File: src/rtl/lockin_accum_dump.sv
// -----------------------------------------------------------------------------
// lockin_accum_dump
//   Decimating accumulate-and-dump low-pass filter for the lock-in demodulator.
//   It sums 2^LOG2_DECIM signed products from the signal x reference
//   multiplier. At the end of each frame it divides the sum by the frame
//   length and applies OUT_SHIFT more bits of arithmetic right shift (floor
//   rounding). It then saturates the result to OUT_W bits and emits one
//   sample.
//
// Ports
//   clk        in   1      rising-edge clock
//   rst        in   1      synchronous reset, active high (priority over clear)
//   clear      in   1      synchronous frame restart, drops the partial sum
//   in_valid   in   1      in_data carries a product this cycle
//   in_data    in   IN_W   signed product
//   out_valid  out  1      one-cycle pulse: out_data/out_sat hold a new sample
//   out_data   out  OUT_W  signed filtered sample, held between dumps
//   out_sat    out  1      out_data was clipped at the last dump
//
// Handshake: valid-only, no ready. A product is taken on every rising edge
//   where in_valid=1 (unless clear/rst). Each out_valid pulse lasts exactly
//   one cycle, and the consumer must take it, because it is never repeated
//   or stalled.
// -----------------------------------------------------------------------------
module lockin_accum_dump #(
  parameter int IN_W       = 32,
  parameter int LOG2_DECIM = 10,
  parameter int OUT_SHIFT  = 8,
  parameter int OUT_W      = 24
) (
  input  logic             clk,
  input  logic             rst,
  input  logic             clear,
  input  logic             in_valid,
  input  logic [IN_W-1:0]  in_data,
  output logic             out_valid,
  output logic [OUT_W-1:0] out_data,
  output logic             out_sat
);

  // The extra LOG2_DECIM bits cover a full frame of worst-case products.
  localparam int ACC_W = IN_W + LOG2_DECIM;
  localparam int SHIFT = LOG2_DECIM + OUT_SHIFT;

  // Saturation bounds, sign-extended to the accumulator width.
  localparam logic signed [ACC_W-1:0] SAT_MAX =
    {{(ACC_W-OUT_W+1){1'b0}}, {(OUT_W-1){1'b1}}};
  localparam logic signed [ACC_W-1:0] SAT_MIN =
    {{(ACC_W-OUT_W+1){1'b1}}, {(OUT_W-1){1'b0}}};

  logic signed [ACC_W-1:0]      acc_q, acc_d;
  logic        [LOG2_DECIM-1:0] cnt_q, cnt_d;
  logic                         out_valid_q, out_valid_d;
  logic        [OUT_W-1:0]      out_data_q, out_data_d;
  logic                         out_sat_q, out_sat_d;

  logic signed [ACC_W-1:0] in_ext;
  logic signed [ACC_W-1:0] sum;
  logic signed [ACC_W-1:0] scaled;
  logic                    last_sample;

  assign in_ext      = signed'({{LOG2_DECIM{in_data[IN_W-1]}}, in_data});
  assign sum         = acc_q + in_ext;
  // Both operands are signed, so >>> is arithmetic and rounds towards -inf.
  assign scaled      = sum >>> SHIFT;
  assign last_sample = &cnt_q;

  always_comb begin
    acc_d       = acc_q;
    cnt_d       = cnt_q;
    out_valid_d = 1'b0;
    out_data_d  = out_data_q;
    out_sat_d   = out_sat_q;

    if (clear) begin
      // A sample arriving with clear is discarded, even a would-be dump.
      acc_d = '0;
      cnt_d = '0;
    end else if (in_valid) begin
      if (last_sample) begin
        acc_d       = '0;
        cnt_d       = '0;
        out_valid_d = 1'b1;
        if (scaled > SAT_MAX) begin
          out_data_d = SAT_MAX[OUT_W-1:0];
          out_sat_d  = 1'b1;
        end else if (scaled < SAT_MIN) begin
          out_data_d = SAT_MIN[OUT_W-1:0];
          out_sat_d  = 1'b1;
        end else begin
          out_data_d = scaled[OUT_W-1:0];
          out_sat_d  = 1'b0;
        end
      end else begin
        acc_d = sum;
        cnt_d = cnt_q + 1'b1;
      end
    end
  end

  always_ff @(posedge clk) begin
    if (rst) begin
      acc_q       <= '0;
      cnt_q       <= '0;
      out_valid_q <= 1'b0;
      out_data_q  <= '0;
      out_sat_q   <= 1'b0;
    end else begin
      acc_q       <= acc_d;
      cnt_q       <= cnt_d;
      out_valid_q <= out_valid_d;
      out_data_q  <= out_data_d;
      out_sat_q   <= out_sat_d;
    end
  end

  assign out_valid = out_valid_q;
  assign out_data  = out_data_q;
  assign out_sat   = out_sat_q;

endmodule

File: config.mk
export PLATFORM = sky130hd
export DESIGN_NAME = lockin_accum_dump
export DESIGN_NICKNAME = d
export VERILOG_FILES = /design/src/rtl/lockin_accum_dump.sv
export SDC_FILE = /design/constraint.sdc
export NUM_CORES = 1
export LEC_CHECK = 0
export ABC_AREA = 0
export CORE_AREA = 5 5 105 107
export CTS_CLUSTER_SIZE = 30
export DETAILED_ROUTE_END_ITERATION = 8
export DIE_AREA = 0 0 110 112
export GPL_ROUTABILITY_DRIVEN = 0
export GPL_TIMING_DRIVEN = 0
export PLACE_DENSITY = 0.87
export SETUP_SLACK_MARGIN = 0.5
export SLEW_MARGIN = 20
export SYNTH_ARGS = -nofsm -noshare
export SYNTH_HDL_FRONTEND = slang
export SYNTH_SLANG_ARGS = --single-unit
File: constraint.sdc
create_clock -name clk -period 4.15 [get_ports clk]
set_input_delay 0.83 -clock clk [delete_from_list [all_inputs] [get_ports clk]]
set_output_delay 0.83 -clock clk [all_outputs]
set_load 0.01 [all_outputs]
**Yosys cells after proc, flatten, opt, wreduce, memory -nomap -nowiden**

Cells that the tools add are included.

- $add $sub $neg: 2
- Magnitude comparators: 2
- Muxes and demuxes: 7
- Bitwise logic cells: 2
- Reductions and logical operators: 4

Operators by type and width:

| operator | count |
|---|---|
| two-way mux 24 bit | 2 |
| adder 42 x 32 -> 42 bit | 1 |
| two-way mux 42 bit | 1 |
| greater-than comparator 24 bit, second input constant | 1 |
| less-than comparator 24 bit, second input constant | 1 |
| AND reduction 12 bit | 1 |
| adder 10 x 1 -> 10 bit, second input constant | 1 |
| two-way mux 10 bit | 1 |
| AND reduction 10 bit | 1 |
| two-way mux 1 bit | 3 |
| OR reduction 3 bit | 1 |
| inverter 1 bit | 2 |
| OR reduction 2 bit | 1 |

- Register bits after elaboration: 78
- Input port bits: 36
- Output and inout port bits: 26
- Logic and storage cells: 22

**Logic depth before layout (Yosys ltp)**

Gate-level depths: netlist of run 1.

- Depth in word-level cells: 4
- Depth in mapped cells: 10
- Mapped depth without buffers: 10

**Least setup slack after synthesis of run 1**

No wires, ideal clock.

- Path type: in2reg
- Start point: in in_data[0]
- End point: reg out_data_q[20] (netlist: out_data[20])
- Setup time: 0.087 ns
- Arrival: 3.132 ns
- Data required time: 4.063 ns
- Slack: 0.930 ns
- Cell stages on the path: 10
- Path buffers: 0
- Cells stage by stage: ha_1 -> fa_1 -> a211oi_1 -> o21a_1 -> nand2_1 -> a41oi_1 -> o21ai_1 -> a2111oi_0 -> nor3_1 -> o31ai_1

- Word-level cells in the longest chain between the ends: 4
- Elaborated cells between the ends (all ways): 5
- Those cells by class: 1 x add/sub; 2 x order compare; 2 x mux

RTL lines:

| element | line | text |
|---|---|---|
| from (decl) | 35 | `input logic [IN_W-1:0] in_data,` |
| adder 42 x 32 -> 42 bit (*) | 63 | `assign sum = acc_q + in_ext;` |
| less-than comparator 24 bit | 87 | `end else if (scaled < SAT_MIN) begin` |
| two-way mux 24 bit | 87 |  |
| two-way mux 24 bit (*) | 84 | `if (scaled > SAT_MAX) begin` |
| to (signal assigned) | 112 | `out_data_q <= out_data_d;` |
| to (decl) | 54 | `logic [OUT_W-1:0] out_data_q, out_data_d;` |

Mark *: on every way between the ends. The rest lies on a longest branch, timed or not.
A chain may end at the register's enable or synchronous reset.

**Final worst setup path of run 1**

- Start point: in in_data[0]
- End point: reg acc_q[24]

- Word-level cells in the longest chain between the ends: 2

RTL lines:

| element | line | text |
|---|---|---|
| adder 42 x 32 -> 42 bit | 63 |  |
| two-way mux 42 bit | 80 | `if (last_sample) begin` |
| to (signal assigned) | 103 | `acc_q <= '0;` |
| to (signal assigned) | 109 | `acc_q <= acc_d;` |
| to (decl) | 51 | `logic signed [ACC_W-1:0] acc_q, acc_d;` |

Every way passes these cells.

==> results of run 1 <==
==> metrics by stage <==
stage	hold WS (ns)	total power [mW]	TNS, ns	std cells
after detailed placement	0.4486	1.218	-0.008404	903
final	0.4573	1.867	0	919
after CTS	0.4583	1.849	0	918
after floorplan	0.4291	1.095	0	706
after global placement	0.4359	1.200	0	903
after global routing	0.4830	1.944	0	919
==> registers in the layout (all words and copies together), names as in the netlist <==
register and flops:
out_data 24, cnt_q 10, out_valid 1, out_sat 1, acc_q 42
==> metal layers <==
| metal | global-route usage | up-vias | part of all wire |
|---|---|---|---|
| met1 | 0.3320 | 2700 | 0.40 |
| met5 | 0 | - | 0 |
| met2 | 0.4300 | 353 | 0.46 |
| met3 | 0.04348 | 86 | 0.099 |
| met4 | 0.1222 | 0 | 0.046 |
| li1 | - | 2730 | - |
==> kinds of logic after synthesis <==
group	count (synthesis)
xor+xnor	42
buf+inv	48
flops	78
fa+ha+maj	43
mux	10
simple gates	275
compound gates	210
==> placed cells by master, fill, tap and decap left out, drive strengths merged, types with 9 or more instances in the layout <==
cell type | synthesis | routed
a21o | 21 | 21
nand2 | 75 | 75
ha | 42 | 42
dfxtp | 78 | 78
xor2 | 18 | 18
clkdlybuf4s50 | 0 | 60
nor2 | 56 | 56
nand3 | 30 | 30
nor2b | 15 | 15
and3 | 10 | 10
nor3 | 21 | 21
o21ai | 40 | 40
xnor2 | 24 | 24
nand4 | 16 | 16
nor3b | 9 | 9
mux2i | 10 | 10
a22o | 13 | 13
inv | 10 | 10
a21oi | 78 | 78
clkbuf | 32 | 44
==> area by class of cell <==
cell class	instances	area share
multi-input combinational	580	0.5818
sequential	78	0.2372
timing repair buffer	62	0.09428
tap	136	0.02585
buffer	38	0.02262
clock buffer	12	0.02205
clock inverter	3	0.01045
inverter	10	0.005702
==> synthesized netlist by cell type, drive strengths merged, types with 7 or more instances <==
cell type	n
nand2b	7
nand2	75
clkbuf	32
xor2	18
nor3	21
a211oi	7
nor3b	9
nand3b	7
a21oi	78
dfxtp	78
nor2b	15
o21ai	40
a31oi	8
mux2i	10
and3	10
nand4	16
inv	10
a21o	21
nor2	56
ha	42
nand3	30
a22o	13
xnor2	24
==> power breakdown <==
group,internal (mW),total [mW],switching [mW]
Combinational,0.174,0.450,0.277
Sequential,0.769,0.782,0.0131
Clock,0.354,0.634,0.280
Total,1.30,1.87,0.570
==> worst register-to-register path: cells and delay by family (launching register included) <==
family / cells / cell delay, ns
xor+xnor: 1 / 0.20
flops: 1 / 0.32
compound gates: 7 / 1.77
fa+ha+maj: 2 / 0.65
==> worst max path at each step <==
stage | endpoint | cells after the start
after floorplan | out_data[20] | 10
after global placement | acc_q[40] | 11
after detailed placement | out_data[22] | 11
after CTS | out_data[22] | 11
after global routing | acc_q[32] | 11
final | acc_q[24] | 11
==> timing repair <==
action	4_1_cts	5_1_grt
pin swaps	1	1
hold buffers	0	0
endpoints found under the hold margin	0	0
setup endpoints to repair	12	22
setup buffers	0	1
resized for setup	3	13
==> results.cfg, run 1 <==
[power_and_ir_drop]
ir_drop_v = 0.0001519
leakage_nw = 2.728
p_per_area_nw_per_um2 = 283.6

[clocking]
cts_buffer_depth = 2
cts_tree = yes
clkTransAtPathRegs_ns = 0.08
htree_levels = 3
cts_buffers = 9
clock_sinks = 78
clk_latency_ns = 0.37
cts_root_buf = clkbuf_8

[finish]
layout-drive-gt1-share = 0.04981
postLayoutCoreUtil = 0.6553
design_area_um2 = 6583
area_delta_synth_final_pct = 19.79
seqCellArea_um2 = 1562
multiInputGateArea_um2 = 3830
insertedDiodeCount = 0
fillCellCount = 854
nets = 858

[global_route]
grt_pass1_wl_um = 26170
antenna_found_initial = 0
track_usage = 0.2625
grt_pass1_vias = 5606
gr-total-overflow = 0
grt_max_degree = 13

[sta]
finClkSkew_ns = 0.009930
setup_violations = 0
rsz0062_at_grt = false
slew_headroom = 0.3610
fin_crit_ns = 3.655
min_period_over_period = 0.8807
max_freq_ghz = 0.2736
final_hold_viol_count = 0
drv_slew = 0
timing.final.ws_setup_ns = 0.4951
worst_slew_pin_slew_ns = 0.9550

[logic_synthesis]
synth_compound_area_frac = 0.2454
synth_mux_area_frac = 0.01821
synth_ff_type = dfxtp_1
syn-cell-area_um2 = 5495
ys_seq_area_frac = 0.2842
synth_top_area_cell = dfxtp_1
ys_ff_latch = 78
synth_area_leaders = dfxtp_1 28%, ha_1 9.6%, a21oi_1 7.0%
synthArstFlopShare = 0
ys_warn_count = 0
yosysTopAreaCellShare = 0.2842
syn_nets = 785
synth-simple-area-share = 0.2523
synth-edff-count = 0
synth_fa_ha_area_frac = 0.09927
ys_types = 63
post_synth.cell_area_avg_um2 = 7.784
synth_top_family_by_area = simple AND/OR/NAND/NOR gates
synthXorXnorAreaFrac = 0.06694
netlist_instances = 706

[job]
max_cap_viol_count = 0

[status]
status = complete, no violations

[place]
hpwl_um = 12060
placed_cell_area_um2 = 6276
pre_cts_ws_ns = -0.008404
io_buffers = 61

[drt]
route.detailed.drc = 0
postRouteWirelength_um = 16290
via_per_inst = 6.386
ant_nets = 0
vias = 5869
wl_per_cell_um = 17.72
dr.pass1.iters = 8
initialDrtViolationCount = 607

[worst_setup_path]
crit_path_start_kind = primary input
r2r-start = acc_q[0]
cp.arrival_ns = 3.88
crit_family = compound AO/OA/AOI/OAI gates
worstSetupEndpointType = register
crit_chain = clkdlybuf4s50_1, ha_1, fa_1, a211oi_2, o21a_1, o21ai_1, a221oi_2, o21ai_2, a21boi_4, xor2_1, o21ai_0
worstSetupPathType = in2reg
crit_required_ns = 4.37
critical-path-slowest-cell = fa_1
max_stage_delay_ns = 0.45
rrSetupSlack_ns = 1.08
startpoint = in_data[0]
reg2regPathDepth = 10
reg2reg_to = acc_q[24]
cp_max_fo = 6
cp_num_buf_inv = 1

[floorplan]
io_pins = 62
die_h_um = 112
die-width_um = 110
core_area_um2 = 10050
start_util = 0.5470
die_area_um2 = 12320
rows = 37

[min_path]
hold_end = out_data[4]
hp-class = reg2reg
holdPathStages = 2
min_from = out_data[4]
Note: power is estimated with default switching activity, not from simulation.
==> run 2: changes to the inputs <==
Settings changed: GPL_TIMING_DRIVEN 0 to unset, MAX_ROUTING_LAYER set to met4.
==> run 2 against run 1 <==
Utilization shrank 1.5 points. Clock-buffer cell count shrank 2. Sequential power is essentially flat. Global-route usage shrank 0.32 points. Final cell count shrank 3.5%. Sequential share of layout area grew 0.54 points. Clock power grew 0.6%. Clock skew grew 0.0074 ns. Largest power group unchanged.
==> results.cfg, run 2 (synthesis gave the netlist of run 1 again) <==
[status]
status = complete, no violations

[finish]
design_area_um2 = 6436
insertedDiodeCount = 0
layout_commonest_cell = dfxtp_1
nets = 827
stdcell_count = 887
area_delta_synth_final_pct = 17.12
layout-drive-gt1-share = 0.05193
largest_register_ffs = 42
postLayoutCoreUtil = 0.6407
max_flop_register = acc_q
most-common-layout-cells = 78 x dfxtp_1, 77 x a21oi_1, 75 x nand2_1

[global_route]
grt_pass1_vias = 5475
gr-total-overflow = 0
track_usage = 0.2593
antenna_found_initial = 0
grt_max_degree = 30
grt_pass1_wl_um = 25380

[worst_setup_path]
worstSetupPathType = in2reg
cp_num_buf_inv = 2
crit_family = simple AND/OR/NAND/NOR gates
max_stage_delay_ns = 0.64
cp.arrival_ns = 3.78
crit_required_ns = 4.41
critical_path.most_common_cell = nand2_1
crit_end = out_data[21]
cp.depth = 10
critical-path-slowest-cell = nor4_1
startpoint = in_data[31]
rrSetupSlack_ns = 1.28
worstSetupEndpointType = register
cp_max_fo = 12
reg2reg_to = out_data[23]
crit_chain = clkdlybuf4s50_1, buf_4, ha_1, nand2_1, nor4_1, a21oi_1, a21boi_0, and3_1, mux2i_1, nand2_1
r2r-start = acc_q[6]
crit_path_start_kind = primary input
reg2regPathDepth = 9

[clocking]
cts_buffer_depth = 2
clock_sinks = 78
clk_latency_ns = 0.37
htree_levels = 3
clkTransAtPathRegs_ns = 0.08
cts_root_buf = clkbuf_8
cts_tree = yes
cts_buffers = 9

[drt]
wl_per_cell_um = 17.29
initialDrtViolationCount = 540
dr.pass1.iters = 5
postRouteWirelength_um = 15330
vias = 5565
via_per_inst = 6.274
route.detailed.drc = 0
ant_nets = 0

[place]
io_buffers = 61
placed_cell_area_um2 = 6181
dp_cells = 872
hpwl_um = 11460

[sta]
setup_violations = 0
tns_ns = 0
min_period_over_period = 0.8474
rsz0062_at_grt = false
slew_headroom = 0.4525
final_hold_viol_count = 0
worst_slew_pin_slew_ns = 0.8212
fin_crit_ns = 3.517
finClkSkew_ns = 0.01735
max_freq_ghz = 0.2843
drv_slew = 0

[min_path]
hp-class = reg2reg

[power_and_ir_drop]
p_comb_frac = 0.233
leakage_nw = 2.684
p_per_area_nw_per_um2 = 288.0
netSwitchingPower_mw = 0.5631
p_sw_frac = 0.3038
p_seq_frac = 0.422
ir_drop_v = 0.0001353
intPower_mw = 1.290
pwr-share-clk = 0.344
power.total_mw = 1.854

[floorplan]
core_area_um2 = 10050
die_h_um = 112
die_area_um2 = 12320
start_util = 0.5470
die-width_um = 110
rows = 37
io_pins = 62

[job]
max_cap_viol_count = 0
[run 2: final cells by class]
cell class                 count  area, um^2
timing repair buffer          69       670.6
clock buffer                  10       137.6
inverter                      10       37.54
clock inverter                 4       72.57
multi-input combinational    580        3786
tap                          136       170.2
fill                         836        3610
sequential                    78        1562
[run 2: worst register-to-register path, stage by stage (launching register included)]
cell and delay, ns:
dfxtp_1 0.32, ha_1 0.36, and2_1 0.19, nand4_1 0.14
a2111oi_0 0.61, o31ai_1 0.25, a31oi_1 0.34, o2111a_1 0.29
mux2i_1 0.20, nor3_1 0.05
[run 2: worst min-delay path by stage]
stage,to,depth (start not counted),slack (ns),startpoint
5_1_grt,out_data[3],2,0.48,out_data[3]
4_1_cts,out_data[4],2,0.46,out_data[4]
3_3_place_gp,acc_q[25],2,0.44,acc_q[25]
2_1_floorplan,acc_q[13],2,0.43,acc_q[13]
6_report,out_data[4],2,0.46,out_data[4]
3_5_place_dp,out_data[4],2,0.45,out_data[4]
[run 2: power groups by stage]
stage               combinational [mW]  sequential [mW]  clock (mW)
finish                           0.432            0.783       0.638
global route                     0.472            0.785       0.677
CTS                              0.417            0.782       0.635
detailed placement               0.412            0.800           0
global placement                 0.398            0.798           0
floorplan                        0.300            0.796           0
[run 2: routing by layer]
metal	vias to the layer above	track usage	share of wire	routed length [um]
li1	2659	-	-	-
met1	2561	0.3244	0.41	6324
met2	284	0.4017	0.46	7108
met3	61	0.05971	0.090	1375
met4	0	0.1014	0.034	525
met5	-	-	0	0
[run 2: what timing repair did]
item / in CTS / in global routing
resized for setup: 1 / 6
setup endpoints to repair: 2 / 14
pin swaps: 0 / 2
hold buffers: 0 / 0
buffers inserted: 0 / 1
[run 2: metrics by stage]
step           hold slack [ns]  setup slack (ns)
2_1_floorplan           0.4291            0.9304
3_3_place_gp            0.4365            0.2967
3_5_place_dp            0.4481            0.1492
4_1_cts                 0.4590            0.5779
5_1_grt                 0.4830            0.5077
6_report                0.4566            0.6332
